File: config.mk
export PLATFORM = sky130hd
export DESIGN_NAME = add_cmp_pipe
export DESIGN_NICKNAME = d
export VERILOG_FILES = /design/src/rtl/add_cmp_pkg.sv /design/src/rtl/add_cmp_err.sv /design/src/rtl/add_cmp_pipe.sv
export SDC_FILE = /design/constraint.sdc
export NUM_CORES = 1
export LEC_CHECK = 0
export BUFFER_PORTS_ARGS = -buffer_cell sky130_fd_sc_hd__buf_2
export CORE_MARGIN = 2
export CORE_UTILIZATION = 55
export CTS_BUF_LIST = sky130_fd_sc_hd__clkbuf_4 sky130_fd_sc_hd__clkbuf_8
export CTS_CLUSTER_DIAMETER = 80
export DETAILED_ROUTE_END_ITERATION = 10
export GPL_TIMING_DRIVEN = 0
export PLACE_DENSITY = 0.9
export SLEW_MARGIN = 30
export SYNTH_ARGS = -nofsm -noshare
export SYNTH_HDL_FRONTEND = slang
export SYNTH_SLANG_ARGS = --single-unit
File: constraint.sdc
create_clock -name clk -period 7.86 [get_ports clk]
set_input_delay 0.786 -clock clk [delete_from_list [all_inputs] [get_ports clk]]
set_output_delay 0.786 -clock clk [all_outputs]
set_load 0.01 [all_outputs]
File: src/rtl/add_cmp_pkg.sv
// Shared constants and helpers for the pipelined adder-comparator.
package add_cmp_pkg;

  localparam logic MODE_ADD = 1'b0;
  localparam logic MODE_SUB = 1'b1;

  function automatic int ngroups(input int width, input int group);
    return (width + group - 1) / group;
  endfunction

endpackage

File: src/rtl/add_cmp_err.sv
// Carry-free equality check: err is all-zero iff a + b_i + cin_i == c (mod 2^WIDTH).
module add_cmp_err #(
  parameter int WIDTH = 50
) (
  input  logic [WIDTH-1:0] a_i,
  input  logic [WIDTH-1:0] b_i,
  input  logic [WIDTH-1:0] c_i,
  input  logic             cin_i,
  output logic [WIDTH-1:0] err_o,
  output logic             cout_o
);

  logic [WIDTH-1:0] p;
  logic [WIDTH-1:0] t;
  logic [WIDTH-1:0] k;

  // k[i] is the carry out of bit i assuming c is the correct sum, so each
  // bit only has to agree with its neighbour's assumed carry.
  assign p      = a_i ^ b_i;
  assign t      = p ^ c_i;
  assign k      = (a_i & b_i) | (p & ~c_i);
  assign err_o  = t ^ {k[WIDTH-2:0], cin_i};
  assign cout_o = k[WIDTH-1];

endmodule

File: src/rtl/add_cmp_pipe.sv
// Four-stage pipelined a+b==c / a-b==c checker with bubble-collapsing valid/ready.
module add_cmp_pipe
  import add_cmp_pkg::*;
#(
  parameter int WIDTH = 50,
  parameter int GROUP = 8,
  parameter int TAG_W = 4
) (
  input  logic             clk,
  input  logic             rst_n,
  input  logic             in_valid,
  output logic             in_ready,
  input  logic             in_mode,
  input  logic [WIDTH-1:0] in_a,
  input  logic [WIDTH-1:0] in_b,
  input  logic [WIDTH-1:0] in_c,
  input  logic [TAG_W-1:0] in_tag,
  output logic             out_valid,
  input  logic             out_ready,
  output logic             out_eq,
  output logic             out_cout,
  output logic [TAG_W-1:0] out_tag
);

  localparam int NGRP = ngroups(WIDTH, GROUP);

  logic v1_q, v2_q, v3_q, v4_q;
  logic load1, load2, load3, load4;

  logic [WIDTH-1:0] a_q, bp_q, c_q;
  logic             cin_q;
  logic [TAG_W-1:0] tag1_q;
  logic [WIDTH-1:0] bp_d;
  logic             cin_d;

  logic [WIDTH-1:0] err_d, err_q;
  logic             cout_d, cout2_q;
  logic [TAG_W-1:0] tag2_q;

  logic [NGRP-1:0]  grp_d, grp_q;
  logic             cout3_q;
  logic [TAG_W-1:0] tag3_q;

  logic             eq_q, cout_q;
  logic [TAG_W-1:0] tag_q;

  // A stage may load when empty or when its successor is loading.
  assign load4    = ~v4_q | out_ready;
  assign load3    = ~v3_q | load4;
  assign load2    = ~v2_q | load3;
  assign load1    = ~v1_q | load2;
  assign in_ready = load1;

  assign cin_d = (in_mode == MODE_SUB);
  assign bp_d  = cin_d ? ~in_b : in_b;

  add_cmp_err #(.WIDTH(WIDTH)) u_err (
    .a_i    (a_q),
    .b_i    (bp_q),
    .c_i    (c_q),
    .cin_i  (cin_q),
    .err_o  (err_d),
    .cout_o (cout_d)
  );

  for (genvar g = 0; g < NGRP; g++) begin : g_grp
    localparam int LO = g * GROUP;
    localparam int HI = (LO + GROUP - 1 < WIDTH) ? LO + GROUP - 1 : WIDTH - 1;
    assign grp_d[g] = |err_q[HI:LO];
  end

  always_ff @(posedge clk or negedge rst_n) begin
    if (!rst_n) begin
      v1_q   <= 1'b0;
      v2_q   <= 1'b0;
      v3_q   <= 1'b0;
      v4_q   <= 1'b0;
      eq_q   <= 1'b0;
      cout_q <= 1'b0;
      tag_q  <= '0;
    end else begin
      if (load1) v1_q <= in_valid;
      if (load2) v2_q <= v1_q;
      if (load3) v3_q <= v2_q;
      if (load4) begin
        v4_q <= v3_q;
        if (v3_q) begin
          eq_q   <= ~|grp_q;
          cout_q <= cout3_q;
          tag_q  <= tag3_q;
        end
      end
    end
  end

  // Datapath registers are qualified by their stage valid, so no reset needed.
  always_ff @(posedge clk) begin
    if (load1) begin
      a_q    <= in_a;
      bp_q   <= bp_d;
      c_q    <= in_c;
      cin_q  <= cin_d;
      tag1_q <= in_tag;
    end
    if (load2) begin
      err_q   <= err_d;
      cout2_q <= cout_d;
      tag2_q  <= tag1_q;
    end
    if (load3) begin
      grp_q   <= grp_d;
      cout3_q <= cout2_q;
      tag3_q  <= tag2_q;
    end
  end

  assign out_valid = v4_q;
  assign out_eq    = eq_q;
  assign out_cout  = cout_q;
  assign out_tag   = tag_q;

endmodule

==> results of run 1 <==
-- critical path, cell delays in order, from the launching register on --
cell     delay (ns)
dfrtp_1        0.35
nor2b_1        0.34
nand4_1        0.50
buf_4          0.39
buf_2          0.16
-- layout make-up --
class | instances | area share, %
diodes | 1 | 0.0221
plain buffers | 6 | 0.255
clock buffers | 57 | 6.17
clock inverters | 15 | 0.631
inverters | 53 | 1.76
multi-input cells | 187 | 18.9
flip-flops and latches | 232 | 61.2
well taps | 220 | 2.44
repair buffers | 180 | 8.59
-- power breakdown --
| part | internal (uW) | switching (uW) |
|---|---|---|
| Clock | 572 | 449 |
| Combinational | 198 | 190 |
| Sequential | 1630 | 77.7 |
-- cells by family (layout without fill, tap and decap cells) --
kind of cell  Yosys count  in the layout  share of synthesized area, %
fa+ha+maj              50             50                          10.8
buf+inv                59            311                          2.46
other cells             0              1                             0
flops                 232            232                          74.6
xor+xnor              100            100                          9.45
simple gates           31             31                          1.98
mux                     6              6                         0.729
-- final timing paths --
path / endpoint / startpoint / slack [ns]
min in group clk: tag3_q[3]$_DFFE_PP_ / tag2_q[3]$_DFFE_PP_ / 0.42
max in group asynchronous: out_cout$_DFFE_PN0P_ / rst_n / 7.54
min reg2reg: tag3_q[3]$_DFFE_PP_ / tag2_q[3]$_DFFE_PP_ / 0.42
max: in_ready / out_valid$_DFFE_PN0N_ / 4.82
min: out_eq$_DFFE_PN0P_ / rst_n / 0.13
max reg2reg: c_q[10]$_DFFE_PP_ / out_valid$_DFFE_PN0N_ / 5.33
-- routing by layer --
layer	vias up	wire length, um	GRT usage, %
met5	-	0	0
met2	145	8020	30.3
met4	0	623	9.63
met3	57	720	3.85
met1	2222	5930	20.8
li1	2112	-	-
-- registers in the layout, summed over array words and instances, names as in the netlist --
signal and cells:
c_q 50, v1_q 1, cin_q 1, bp_q 50, out_tag 4, grp_q 7
a_q 50, err_q 50, v2_q 1, tag3_q 4, tag2_q 4, tag1_q 4
cout3_q 1, out_cout 1, cout2_q 1, out_eq 1, out_valid 1, v3_q 1
-- cells in the final DEF, fill, tap and decap left out --
cell type  Yosys  routed
buf_12         0       1
mux2_1         1       1
clkinv_4       0       1
clkbuf_8       0      43
mux2_2         5       5
xnor2_1       47      47
clkinv_2       0       4
fa_1          50      50
xor2_1        53      53
clkbuf_1       1       1
dfrtp_1       10      10
buf_2          5     171
nor4_1        12      12
buf_4          0       7
edfxtp_1     222     222
nand4_1        1       1
nor2b_1        1       1
or2_2          1       1
or4_4          1       1
buf_6          0       6
nand3_4        0       1
clkinv_1       0       9
nor4_2         1       1
nand2b_1       5       5
nand2_1        8       8
diode_2        0       1
inv_1         53      53
clkbuf_4       0      14
inv_6          0       1
-- through the flow --
| stage | hold WS (ns) | setup WS [ns] | utilization (%) | instances |
|---|---|---|---|---|
| detailed placement | 0.405 | 4.82 | 63.7 | 878 |
| floorplan | 0.400 | 0.540 | - | 478 |
| CTS | 0.108 | 4.79 | 68.4 | 950 |
| global route | 0.123 | 4.69 | 68.4 | 951 |
| global placement | 0.403 | -1.43 | 62.8 | 864 |
| finish | 0.132 | 4.82 | 68.4 | 951 |
==> out/qor.yml, run 1 <==
yosysMostFrequentCell: "edfxtp_1"
yosysSeqAreaShare_pct: 74.6
cts_max_level: 2
io-pin-count: 167
cts_hold_buf: 0
place.gp.congestion: 0.766
cts_root_buf: "clkbuf_8"
power_uw: 3120
syn_avg_cell_area_sq_um: 19.4
cp.required_ns: 7.07
syn_nets: 687
ff2ff_path_depth: 7
crit_fanout: 15
max-clock-path-buffers: 3
core_area_sq_mm: 0.0165
maxCapViolCount: 0
avgRoutedWirePerCell_um: 16.1
cts_setup_buffers: 0
rows: 47
multiInputGateArea_sq_mm: 0.00214
die_area_sq_mm: 0.0179
drt_iter0_drc: 258
status: "completed"
grt_pass1_wl_um: 24200
yosys-top-cells-area: "edfxtp_1 (72%), fa_1 (11%), xor2_1 (5.0%)"
synth_edf_count: 222
hpwl_um: 11100
grt_max_degree: 33
p_leak_uw: 0.00459
synthTopCellsByCount: "edfxtp_1 (222), inv_1 (53), xor2_1 (53)"
ir_drop_uv: 170
rsz0062_at_grt: "no"
finalMaxSlewViolations: 0
tritoncts: "yes"
crit_arrival_ns: 2.25
yosys.area.top_type: "edfxtp_1"
hold_violations: 0
numPortBuffers: 166
ant_nets: 0
finalCritPeriodShare_pct: 38.7
yosysTopAreaCellShare_pct: 71.9
clk_pin_slew_worst_paths_ns: 0.05
final_cell_area_sq_mm: 0.0113
grt_overflow: 0
finalSetupTns_ns: 0
yosys_warnings: 0
critical_path_class: "reg2out"
wirelength_um: 15300
ys_async_sr_fraction_pct: 4.31
synth_cell_types: 19
syn_to_final_growth_pct: 21.9
postSynthCellCount: 478
synthesis.area_sq_mm: 0.00927
setup_viol: 0
firstDrtPassIters: 4
clock_latency_ns: 0.52
die_h_um: 134
fin_crit_ns: 3.04
nets: 909
vias: 4536
cts_resized: 0
grt_usage_pct: 17.6
end_kind: "output port"
clock-sinks: 232
start_util_pct: 56.1
grt_pass1_vias: 5134
fmax_ghz: 0.329
drc: 0
ys_seq_elements: 232
startpoint_type: "register"
skew_ns: 0.0174
chipWidth_um: 134
relSlewSlack_pct: 62.0
nFillCells: 1077
ys.flop_type: "edfxtp_1"
powerDensity_mw_per_mm2: 276
worstMarginPinSlew_ns: 0.568
drive_gt1_share_pct: 35.2
numCtsBuffers: 40
place_area_sq_mm: 0.0105
regArea_sq_mm: 0.00692
viasPerCell: 4.77
hold_class: "in2async"
antenna_found_initial: 1
Note: power is estimated with default switching activity, not from simulation.
==> run 2: changes to the inputs <==
--- a/config.mk
+++ b/config.mk
@@ -7,12 +7,12 @@
 export LEC_CHECK = 0
 export BUFFER_PORTS_ARGS = -buffer_cell sky130_fd_sc_hd__buf_2
 export CORE_MARGIN = 2
-export CORE_UTILIZATION = 55
+export CORE_UTILIZATION = 52
 export CTS_BUF_LIST = sky130_fd_sc_hd__clkbuf_4 sky130_fd_sc_hd__clkbuf_8
 export CTS_CLUSTER_DIAMETER = 80
 export DETAILED_ROUTE_END_ITERATION = 10
 export GPL_TIMING_DRIVEN = 0
-export PLACE_DENSITY = 0.9
+export PLACE_DENSITY = 0.89
 export SLEW_MARGIN = 30
 export SYNTH_ARGS = -nofsm -noshare
 export SYNTH_HDL_FRONTEND = slang
==> constraint.sdc (replaced) <==
create_clock -name clk -period 2.7 [get_ports clk]
set_input_delay 0.27 -clock clk [delete_from_list [all_inputs] [get_ports clk]]
set_output_delay 0.27 -clock clk [all_outputs]
set_load 0.01 [all_outputs]
==> out/qor.yml, run 2 (synthesis results as in run 1) <==
start_util_pct: 53.4
powerDensity_mw_per_mm2: 769
cpPeakStageDelay_ns: 0.39
wl_met1_um: 6850
clock-sinks: 232
nFillCells: 1047
power_switching_uw: 2290
hold-worst-slack_ns: 0.0341
cp.required_ns: 2.43
crit_arrival_ns: 2.20
finalSetupTns_ns: 0
syn_to_final_growth_pct: 34.4
die_area_sq_mm: 0.0189
fin_ws_ns: 0.234
hpwl_um: 11700
path_cells: "nor2b_4 > nand4_1 > buf_6 > buf_4 > buf_4 > buf_2"
path_buf_inv: 4
vias: 5146
wirelength_um: 20200
viasPerCell: 4.84
status: "completed"
grt_overflow: 0
numCtsBuffers: 39
relSlewSlack_pct: 60.9
skew_ns: 0.0343
rows: 48
final_common_cell: "edfxtp_1"
cp_common_cell: "buf_4"
crit_fanout: 14
power.internal_uw: 7300
grt_pass1_vias: 5925
cts_root_buf: "clkbuf_8"
grt_pass1_wl_um: 30000
critPathSlowestCell: "dfrtp_1"
worstMarginPinSlew_ns: 0.586
seqPwrFrac_pct: 52.1
wl_met2_um: 11700
ant_nets: 0
numPortBuffers: 166
wl_met3_um: 963
critical_path_class: "reg2out"
final_util_pct: 71.8
io-pin-count: 167
firstDrtPassIters: 5
dpl.cell_count: 883
tritoncts: "yes"
end_kind: "output port"
p_comb_share_pct: 13.7
maxCapViolCount: 0
max-clock-path-buffers: 3
cpLargestDelayFamily: "buffers and inverters"
antenna_found_initial: 1
drt_iter0_drc: 227
core_area_sq_mm: 0.0174
rsz0062_at_grt: "no"
grt_usage_pct: 22.1
fin_cells: 1064
fin_crit_ns: 2.47
grt_max_degree: 36
ir_drop_uv: 553
die_h_um: 138
clk_pin_slew_worst_paths_ns: 0.07
place_worst_setup_slack_ns: 0.143
place.gp.congestion: 0.747
finalMaxSlewViolations: 0
drive_gt1_share_pct: 31.0
finalCritPeriodShare_pct: 91.3
fmax_ghz: 0.405
clock_latency_ns: 0.55
cts_max_level: 2
p_clk_share_pct: 34.2
chipWidth_um: 138
startpoint_type: "register"
final_cell_mix: "edfxtp_1 (222), buf_2 (171), dlygate4sd3_1 (110)"
avgRoutedWirePerCell_um: 19.0
top_layer: "met4"
swShare_pct: 23.8
p_leak_uw: 0.00508
hold_violations: 0
setup_viol: 0
nets: 1019
hold_class: "in2reg"
drc: 0
-- run 2: layer usage --
layer | vias up | track usage, %
met1 | 2573 | 22.1
met3 | 50 | 4.64
met2 | 190 | 43.4
li1 | 2333 | -
met4 | 0 | 9.97
met5 | - | 0
-- run 2: area by class of cell --
type | count | area [sq um] | share of cell area [%]
Antenna cell | 1 | 2.50 | 0.0201
Buffer | 6 | 28.8 | 0.231
Clock buffer | 54 | 649 | 5.21
Clock inverter | 15 | 159 | 1.27
Inverter | 53 | 199 | 1.60
Multi-Input combinational cell | 187 | 2150 | 17.2
Sequential cell | 232 | 6920 | 55.5
Tap cell | 225 | 282 | 2.26
Timing Repair Buffer | 291 | 2080 | 16.7
-- run 2: repair_timing --
| action | 4_1_cts | 5_1_grt |
|---|---|---|
| hold buffers | 110 | 0 |
| gates resized for setup | 0 | 0 |
| setup endpoints to repair | 1 | 0 |
| buffers inserted | 1 | 0 |
| endpoints found under the hold margin | 119 | 0 |
-- run 2: stage by stage --
stage | instance area, sq um | total power, uW
after global placement | 10400 | 6120
after global routing | 12500 | 9990
after detailed placement | 10500 | 6220
after floorplan | 9280 | 5780
final | 12500 | 9590
after CTS | 12500 | 9570
-- run 2: worst paths after layout --
kind / startpoint / end / slack (ns) / depth (start not counted)
max in group asynchronous: rst_n / v2_q$_DFFE_PN0P_ / 2.37 / 2
setup / recovery: out_valid$_DFFE_PN0N_ / in_ready / 0.23 / 6
hold / removal: in_b[10] / bp_q[10]$_DFFE_PP_ / 0.03 / 2
hold reg to reg: tag2_q[3]$_DFFE_PP_ / tag3_q[3]$_DFFE_PP_ / 0.42 / 0
min in group asynchronous: rst_n / out_tag[0]$_DFFE_PN0P_ / 0.12 / 2
setup reg to reg: out_valid$_DFFE_PN0N_ / bp_q[40]$_DFFE_PP_ / 0.52 / 8
-- run 2: power by group through the flow --
stage	sequential (uW)	clock (uW)	combinational [uW]
4_1_cts	4990	3270	1300
3_3_place_gp	5080	0	1040
5_1_grt	5060	3480	1450
3_5_place_dp	5060	0	1170
2_1_floorplan	5040	0	740
6_report	4990	3280	1320
-- run 2: worst register-to-register path: stages, from the launching register on --
cell and delay [ns]:
dfrtp_1 0.39, nor2b_4 0.15, nand4_1 0.18, buf_6 0.20
buf_6 0.17, buf_6 0.19, buf_6 0.17, buf_6 0.16
buf_4 0.25
